File: src/rtl/memc_deskew.sv
// Output deskew for the systolic MAC array: realigns diagonally skewed result
// lanes into full C rows and tracks tile progress, pulsing done on the last row.
module memc_deskew #(
  parameter int unsigned BITS_C = 24,
  parameter int unsigned DIM    = 8
) (
  input  logic                          clk,
  input  logic                          rst_n,
  input  logic                          en,
  input  logic                          start,
  input  logic [DIM-1:0][BITS_C-1:0]    Cin,
  output logic [DIM-1:0][BITS_C-1:0]    Cout,
  output logic                          out_valid,
  output logic [$clog2(DIM)-1:0]        row_idx,
  output logic                          done
);

  localparam int unsigned CW = $clog2(2*DIM);
  localparam int unsigned RW = $clog2(DIM);

  typedef enum logic {IDLE, RUN} state_t;

  state_t                       r_state;
  logic [CW-1:0]                r_cnt;
  logic [DIM-1:0][BITS_C-1:0]   w_tap;

  // Lane i is delayed DIM-1-i en-edges so every lane of a row lines up at Cout.
  for (genvar i = 0; i < DIM; i++) begin : g_lane
    if (i == DIM-1) begin : g_direct
      assign w_tap[i] = Cin[i];
    end else begin : g_delay
      localparam int unsigned NS = DIM - 1 - i;
      logic [BITS_C-1:0] r_sr [NS];

      always_ff @(posedge clk or negedge rst_n) begin
        if (!rst_n) begin
          for (int unsigned s = 0; s < NS; s++) r_sr[s] <= '0;
        end else if (en) begin
          r_sr[0] <= Cin[i];
          for (int unsigned s = 1; s < NS; s++) r_sr[s] <= r_sr[s-1];
        end
      end

      assign w_tap[i] = r_sr[NS-1];
    end
  end

  // Tile FSM; cnt counts en-edges since start, rows emerge for cnt in [DIM-1, 2*DIM-2].
  always_ff @(posedge clk or negedge rst_n) begin
    if (!rst_n) begin
      r_state   <= IDLE;
      r_cnt     <= '0;
      Cout      <= '0;
      out_valid <= 1'b0;
      row_idx   <= '0;
      done      <= 1'b0;
    end else begin
      out_valid <= 1'b0;
      done      <= 1'b0;
      if (en) begin
        case (r_state)
          IDLE: begin
            if (start) begin
              r_cnt   <= CW'(1);
              r_state <= RUN;
            end
          end
          RUN: begin
            r_cnt <= r_cnt + CW'(1);
            if (r_cnt >= CW'(DIM-1)) begin
              Cout      <= w_tap;
              row_idx   <= RW'(r_cnt - CW'(DIM-1));
              out_valid <= 1'b1;
            end
            if (r_cnt == CW'(2*DIM-2)) begin
              done    <= 1'b1;
              r_state <= IDLE;
              r_cnt   <= '0;
            end
          end
          default: begin
            r_state <= IDLE;
            r_cnt   <= '0;
          end
        endcase
      end
    end
  end

endmodule
File: config.mk
export PLATFORM = sky130hd
export DESIGN_NAME = memc_deskew
export DESIGN_NICKNAME = d
export VERILOG_FILES = /design/src/rtl/memc_deskew.sv
export SDC_FILE = /design/constraint.sdc
export NUM_CORES = 1
export LEC_CHECK = 0
export ABC_CLOCK_PERIOD_IN_PS = 2300
export BUFFER_PORTS_ARGS = -buffer_cell sky130_fd_sc_hd__buf_4
export CORE_MARGIN = 4
export CORE_UTILIZATION = 36
export CTS_BUF_LIST = sky130_fd_sc_hd__clkbuf_8
export DETAILED_ROUTE_END_ITERATION = 12
export GPL_ROUTABILITY_DRIVEN = 0
export PLACE_DENSITY_LB_ADDON = 0.2
export SYNTH_ARGS = -nofsm -noshare
export SYNTH_HDL_FRONTEND = slang
export SYNTH_SLANG_ARGS = --single-unit
export TNS_END_PERCENT = 10
File: constraint.sdc
create_clock -name clk -period 2.3 [get_ports clk]
set_input_delay 0.23 -clock clk [delete_from_list [all_inputs] [get_ports clk]]
set_output_delay 0.23 -clock clk [all_outputs]
set_load 0.03 [all_outputs]
# [Word-level counts from Yosys, hierarchy flattened]
# Cells that the tools add are included.
[classes] addsub=2 n_mul=0 n_div=0 magnitude_cmp=1 eq_ne=2 n_shift=0 muxes=12 bitwise=1 n_reduce_logical=2
[op_table] op="$mux 1" count=8
[op_table] op="$mux 4" count=2
[op_table] op="$pmux 4 s2" count=1
[op_table] op="$add 4x1->4 const B" count=1
[op_table] op="$eq 4x4->1 const B" count=1
[op_table] op="$ge 4x3->1 const B" count=1
[op_table] op="$reduce_and 3->1" count=1
[op_table] op="$sub 3x3->3 const B" count=1
[op_table] op="$ne 2x2->1 const B" count=1
[op_table] op="$pmux 1 s2" count=1
[op_table] op="$reduce_and 2->1" count=1
[op_table] op="$not 1->1" count=1
[totals] reg_bits=874 latchBits=0 ramBits=0 romBits=0 output_inout_bits=197 memories=0

# [Depth between registers and ports, before layout]
# Gate-level depths: netlist of run 1.
[logic_depth] ltp_word=4 mapped_depth=6 mapped_depth_nobuf=5

# [Least setup slack after synthesis of run 1]
# No wires, ideal clock.
[synth_path] path_type="flip-flop to flip-flop" from="register r_cnt[0]" to="register Cout[100] (netlist name)" setup_time_ps=125 t_arrival_ps=1531 t_required_ps=2175 path_slack_ps=644 stages_incl_launch_ff=7 n_path_buf=2 synth_period_minus_slack_ps=1656 path_cell_list="dfrtp_1 -> ha_1 -> a21oi_4 -> nor2_8 -> buf_12 -> buf_12 -> mux2_4"
[synth_between] elab_chain_len=2
[synth_lines] item="start, declared" line="24" source="logic [CW-1:0] r_cnt;"
[synth_lines] item="start signal, assigned" line="69" source="r_cnt <= r_cnt + CW'(1);"
[synth_lines] item="$ge 4x3->1" line="70" source="if (r_cnt >= CW'(DIM-1)) begin"
[synth_lines] item="$reduce_and 3->1 (no source line)"
[synth_lines] item="end signal, assigned" line="71" source="Cout <= w_tap;"
[synth_lines] item="end, declared" line="12" source="output logic [DIM-1:0][BITS_C-1:0] Cout,"
# No other way between the ends.
# A chain may end at the register's enable or synchronous reset.

# [Final worst setup path of run 1]
[layout_path] from="register r_cnt[1]" to="register Cout[177] (netlist name)"
# The elaborated chain is that of the path after synthesis.

==> reports/results.tsv, run 1 <==
metric	value	unit
crit_fanout	81	
yosys.cell_types.count	26	
die_area	0.09698	mm^2
slew_at_the_pin_with_the_worst_max_slew_slack	929.5	ps
final_cell_mix	dfrtp_1 (874), mux2_2 (717), buf_4 (424)	
timing_max_transition_violations_final	0	
timing.slew.headroom	38.03	%
cp_data_arrival_time	2760	ps
initial_util	36.21	%
totalWireLength	67.13	mm
grt_max_degree	139	
seq_area_frac_synth	65.99	%
final_critical_path_setup_slack	186.9	ps
outcome	complete, no violations	
async_flop_share	100.0	%
final-seq-area	0.02187	mm^2
area_growth_syn_to_layout	28.35	%
final.setup.tns	0	ps
drc_errors	0	
die_h	311.4	um
max_cap_viols	0	
rows	111	
yosysTopAreaCell	dfrtp_1	
core_area	0.09152	mm^2
p_leak	0.01915	uW
mostFrequentLayoutCell	dfrtp_1	
multiInputGateArea	0.01051	mm^2
setup-violations-final	0	
synthTopCellsByArea	dfrtp_1 (66%), mux2_2 (24%), mux2_4 (6.8%)	
fin_total_pwr	50210	uW
setup.worst_path.class	flop to flop	
synthesis.area_per_instance	17.75	um^2
grt_setup_unrepaired	no	
n_fill_cell	7968	
clkTransAtPathRegs	60	ps
final_layout_size_suffix_gt1_share	56.93	%
cts-root-buf	clkbuf_8	
detailedRoute.firstIterationViolations	684	
vias_per_cell	4.544	
grt_overflow_total	0	
die_w	311.4	um
tritoncts	done	
maxClockFrequency	473.2	MHz
clk_path_buf_depth	3	
design.portCount	393	
tritoncts.num_buffers	150	
buffer_ports.inserted	392	
synth_top_area_share	65.99	%
layout.cells.non_filler	3874	
min_period_over_period	91.87	%
power_density	1180	mW/mm^2
vias_in_the_first_global_route	19980	
ys_seq_elements	874	
routed-via-count	17600	
post-route-util	46.48	%
place_ws	283.8	ps
grt_use_total	14.12	%
synthesis.area	0.03314	mm^2
finalHoldViolations	0	
place_hpwl	43.46	mm
grt_pass1_wl	110.4	mm
cts.sink_count	874	
min_period	2113	ps
end_kind	flop	
synth_nets	2065	
synth_enable_flop_cells	0	
yosysWarnings	0	
postSynth.topFlopCell	dfrtp_1	
insertion_delay	790	ps
antenna_found_initial	5	
synthCells	1867	
fin_nets	2769	
timing.critical_path.required	2950	ps
antenna_violating_nets_post_route	0	
final.setup_skew	37.81	ps
hp-class	primary input to async pin	
post-place-cells	3405	
vdd_ir_drop_max	0.8728	mV
detail_route.wl_per_cell	17.33	um
drt_first_pass_iters	4	
cp-start-kind	flop	
h-tree-depth	4	
==> worst max-delay path, stage by stage (launching register included) <==
cell,delay [ps]
dfrtp_1,400
ha_1,290
a21oi_4,120
nor2_8,130
buf_12,410
mux2_2,420
==> worst paths after layout <==
kind | startpoint | to | slack, ps | cells after the start
setup / recovery | r_cnt[1]$_DFFE_PN0P_ | Cout[177]$_DFFE_PN0P_ | 190 | 5
hold / removal | rst_n | g_lane[0].g_delay.r_sr[64]$_DFFE_PN0P_ | 180 | 3
setup reg to reg | r_cnt[1]$_DFFE_PN0P_ | Cout[177]$_DFFE_PN0P_ | 190 | 5
hold reg to reg | g_lane[0].g_delay.r_sr[112]$_DFFE_PN0P_ | g_lane[0].g_delay.r_sr[88]$_DFFE_PN0P_ | 460 | 1
max in group asynchronous | rst_n | g_lane[5].g_delay.r_sr[24]$_DFFE_PN0P_ | 1490 | 4
min in group clk | Cin[89] | g_lane[3].g_delay.r_sr[89]$_DFFE_PN0P_ | 210 | 3
==> layer usage <==
| metal | part of all wire [%] | GRT usage (%) | routed length (um) | vias up |
|---|---|---|---|---|
| met5 | 0.019 | 0 | 13 | - |
| met4 | 2.6 | 5.477 | 1741 | 2 |
| met3 | 4.8 | 3.817 | 3238 | 125 |
| met2 | 50 | 23.97 | 33800 | 341 |
| met1 | 42 | 17.21 | 28340 | 9089 |
| li1 | - | - | - | 8045 |
==> power by group <==
part	switching, uW	total, uW	internal, uW
sequential	2470	22000	19600
combinational	7100	14600	7540
clock	6170	13600	7380
==> cell usage after synthesis, types with 3 or more instances <==
cell type  number
mux2_4        149
a21oi_1         4
buf_2          75
buf_12         16
nor2_1          3
buf_4           4
dfrtp_1       874
mux2_2        717
o21ai_0         3
==> through the flow <==
| step | instance area (um^2) | hold slack, ps |
|---|---|---|
| 2_1_floorplan | 33140 | -65.59 |
| 3_3_place_gp | 37550 | 166.5 |
| 3_5_place_dp | 37550 | 162.0 |
| 4_1_cts | 42530 | 88.41 |
| 5_1_grt | 42540 | 130.8 |
| 6_report | 42540 | 180.2 |
==> flip-flops by register name, summed over array words and instances, names as in the netlist <==
signal / cells
g_lane.g_delay.r_sr: 672
Cout: 192
r_cnt: 4
row_idx: 3
done: 1
out_valid: 1
r_state: 1
==> logic make-up after synthesis <==
family	synth area share [%]
flops	65.99
compound gates	0.2228
buf+inv	2.280
simple gates	0.2606
mux	31.11
fa+ha+maj	0.07550
xor+xnor	0.05287
==> final cells by class <==
class                   instances  area share (%)
flip-flops and latches        874           51.42
multi-input cells             895           24.72
repair buffers                649           13.37
clock buffers                 185           5.986
well taps                    1186           3.489
clock inverters                80          0.9942
diodes                          4         0.02353
inverters                       1        0.008824
==> what timing repair did <==
action | 4_1_cts | 5_1_grt
hold buffers | 200 | 0
gates resized for setup | 0 | 0
setup buffers | 0 | 0
hold endpoints to repair | 996 | 0
(Power assumes the default switching activity.)
==> inputs of run 2 (changes only) <==
ABC_AREA = 1   (was not set)
==> reports/results.tsv, run 2 <==
metric	value	unit	change
grt_use_total	15.06	%	was 14.12%
ys_seq_elements	874		unchanged
die_w	309.6	um	was 311.4 um
r2r_start	r_cnt[0]$_DFFE_PN0P_		was r_cnt[1]$_DFFE_PN0P_
place_ws	525.0	ps	was 283.8 ps
end_kind	flop		unchanged
clk_path_buf_depth	3		unchanged
regMostFlops	g_lane.g_delay.r_sr		unchanged
buffer_ports.inserted	392		unchanged
postSynth.topFlopCell	dfrtp_1		unchanged
yosys.cell_count.top_type	dfrtp_1		unchanged
yosysTopAreaCell	dfrtp_1		unchanged
reg.largest.list	g_lane.g_delay.r_sr (672), Cout (192), r_cnt (4)		unchanged
synthCells	3099		was 1,867
fin_nets	3951		was 2,769
synth_top_area_share	66.78	%	was 65.99%
grt_setup_unrepaired	no		unchanged
final_cell_mix	dfrtp_1 (874), nand2_1 (622), o21ai_0 (427)		was dfrtp_1 (874), mux2_2 (717), buf_4 (424)
tritoncts.num_buffers	152		was 150
die_area	0.09586	mm^2	was 0.09698 mm^2
synthesis.area	0.03275	mm^2	was 0.03314 mm^2
detail_route.wl_per_cell	14.28	um	was 17.33 um
detailedRoute.firstIterationViolations	1265		was 684
grt_pass1_wl	116.2	mm	was 110.4 mm
timing.slew.headroom	61.04	%	was 38.03%
synthXorXnorAreaFrac	0	%	was 0.05286%
design.portCount	393		unchanged
final.setup.tns	0	ps	unchanged
cpLargestDelayFamily	buffers and inverters		was multiplexers
drt_first_pass_iters	5		was 4
n_fill_cell	8514		was 7,968
power_density	1074	mW/mm^2	was 1180 mW/mm^2
clkTransAtPathRegs	50	ps	was 60 ps
synth_common_cells	dfrtp_1 (874), nand2_1 (622), o21ai_0 (427)		was dfrtp_1 (874), mux2_2 (717), mux2_4 (149)
final_critical_path_setup_slack	307.6	ps	was 186.9 ps
synthMuxAreaShare	4.722	%	was 31.11%
reg2reg_depth	6		was 5
synth_top_family_by_area	compound AO/OA/AOI/OAI gates		was multiplexers
area_growth_syn_to_layout	28.66	%	was 28.35%
synthesis.area_per_instance	10.57	um^2	was 17.75 um^2
synth_enable_flop_cells	0		unchanged
p_leak	0.02081	uW	was 0.01915 uW
timing.critical_path.cells	dlygate4sd3_1 > buf_8 > buf_4 > nand2_1 > dlygate4sd3_1 > o21ai_0 > dlygate4sd3_1		was ha_1 > a21oi_4 > nor2_8 > buf_12 > mux2_2
antenna_found_initial	4		was 5
async_flop_share	100.0	%	unchanged
h-tree-depth	4		unchanged
initial_util	36.33	%	was 36.21%
timing.critical_path.slowest_stage_cell	dlygate4sd3_1		was mux2_2
post-route-util	46.74	%	was 46.48%
totalWireLength	71.90	mm	was 67.13 mm
maxClockFrequency	501.9	MHz	was 473.2 MHz
vdd_ir_drop_max	0.8658	mV	was 0.8728 mV
insertion_delay	770	ps	was 790 ps
timing.critical_path.required	3000	ps	was 2950 ps
cts.sink_count	874		unchanged
finalHoldViolations	0		unchanged
crit_path_max_incr_delay	580	ps	was 420 ps
final.setup_skew	21.58	ps	was 37.81 ps
cp-start-kind	primary input		was flop
vias_in_the_first_global_route	21520		was 19,980
synth-adder-area-share	0.07641	%	was 0.07551%
min_period	1992	ps	was 2113 ps
seq_area_frac_synth	66.78	%	was 65.99%
core_area	0.09015	mm^2	was 0.09152 mm^2
grt_overflow_total	0		unchanged
die_h	309.6	um	was 311.4 um
cp_data_arrival_time	2690	ps	was 2760 ps
setup.worst_path.class	primary input to flop		was flop to flop
yosys.cell_types.count	20		was 26
yosysWarnings	0		unchanged
largest_register_ffs	672		unchanged
cts-root-buf	clkbuf_8		unchanged
whs_path_cells	4		
vias_per_cell	4.302		was 4.544
hp-class	primary input to flop		was primary input to async pin
path_buf_inv	5		was 1
regToRegSetupSlack	530	ps	was 190 ps
tritoncts	done		unchanged
crit_fanout	34		was 81
outcome	complete, no violations		unchanged
worst_r2r_endpoint	Cout[167]$_DFFE_PN0P_		was Cout[177]$_DFFE_PN0P_
mostFrequentLayoutCell	dfrtp_1		unchanged
synthTopCellsByArea	dfrtp_1 (67%), nand2_1 (7.1%), o21ai_0 (6.5%)		was dfrtp_1 (66%), mux2_2 (24%), mux2_4 (6.8%)
final_layout_size_suffix_gt1_share	20.19	%	was 56.93%
antenna_violating_nets_post_route	0		unchanged
min_period_over_period	86.63	%	was 91.87%
crit_cells	7		was 5
routed-via-count	21660		was 17,600
slew_at_the_pin_with_the_worst_max_slew_slack	584.4	ps	was 929.5 ps
postCtsHoldBufs	219		was 200
grt_max_degree	132		was 139
rows	110		was 111
critPathMostFrequentCell	dlygate4sd3_1		
post_synth_and_or_nand_nor_area_fraction	9.517	%	was 0.2605%
synth_compound_area_share	11.20	%	was 0.2228%
postCtsResizedCells	0		unchanged
timing_max_transition_violations_final	0		unchanged
drc_errors	0		unchanged
hold_path_end	Cout[174]$_DFFE_PN0P_		
min_from	Cin[174]		
setup-violations-final	0		unchanged
synth_nets	3297		was 2,065
post_cts_buffers	0		unchanged
place_hpwl	46.24	mm	was 43.46 mm
max_cap_viols	0		unchanged
## run 2: stage by stage
step | cells | hold slack (ps) | area (um^2) | total power, uW
finish | 5035 | 201.4 | 42130 | 45230
CTS | 5030 | 75.63 | 42120 | 46140
global placement | 4556 | 233.3 | 37030 | 31730
floorplan | 3099 | -65.59 | 32750 | 26950
detailed placement | 4556 | 230.4 | 37030 | 31930
global route | 5032 | 134.7 | 42130 | 48120
## run 2: kinds of logic after synthesis
kind of cell             Yosys count
adder cells (fa/ha/maj)            2
AND/OR/NAND/NOR                  827
AO/OA/AOI/OAI                    733
flip-flops                       874
buffers and inverters            549
multiplexers                     114
## run 2: final cells by class
type                            instances  area [um^2]  area share (%)
Tap cell                             1176         1471           3.492
Clock buffer                          186         2560           6.076
Clock inverter                         69        331.6          0.7869
Inverter                              370         1389           3.296
Antenna cell                            5        12.51         0.02970
Sequential cell                       874        21870           51.91
Timing Repair Buffer                  679         6133           14.56
Multi-Input combinational cell       1676         8366           19.85
## run 2: worst max path at each step
stage,from,endpoint,slack [ps]
2_1_floorplan,r_cnt[0]$_DFFE_PN0P_,Cout[79]$_DFFE_PN0P_,920
3_3_place_gp,r_cnt[0]$_DFFE_PN0P_,Cout[146]$_DFFE_PN0P_,550
3_5_place_dp,r_cnt[0]$_DFFE_PN0P_,Cout[167]$_DFFE_PN0P_,520
4_1_cts,en,g_lane[3].g_delay.r_sr[84]$_DFFE_PN0P_,440
5_1_grt,en,g_lane[3].g_delay.r_sr[84]$_DFFE_PN0P_,270
6_report,en,g_lane[3].g_delay.r_sr[84]$_DFFE_PN0P_,310
## run 2: tightest hold or removal path, cell delays in order
cell and delay (ps):
dlygate4sd3_1 530, buf_4 100, nand2_1 40, nand2_1 40
## run 2: routing by layer
layer	track usage [%]	vias up	part of all wire, %
li1	-	11130	-
met1	20.69	10040	47
met2	23.30	347	46
met3	3.372	146	3.9
met4	6.086	2	3.0
met5	0	-	0.018
## run 2: power breakdown
part	switching [uW]	internal (uW)	total (uW)
Sequential	1560	18500	20100
Clock	6080	7350	13400
Combinational	7350	4390	11700
Total	15000	30200	45200
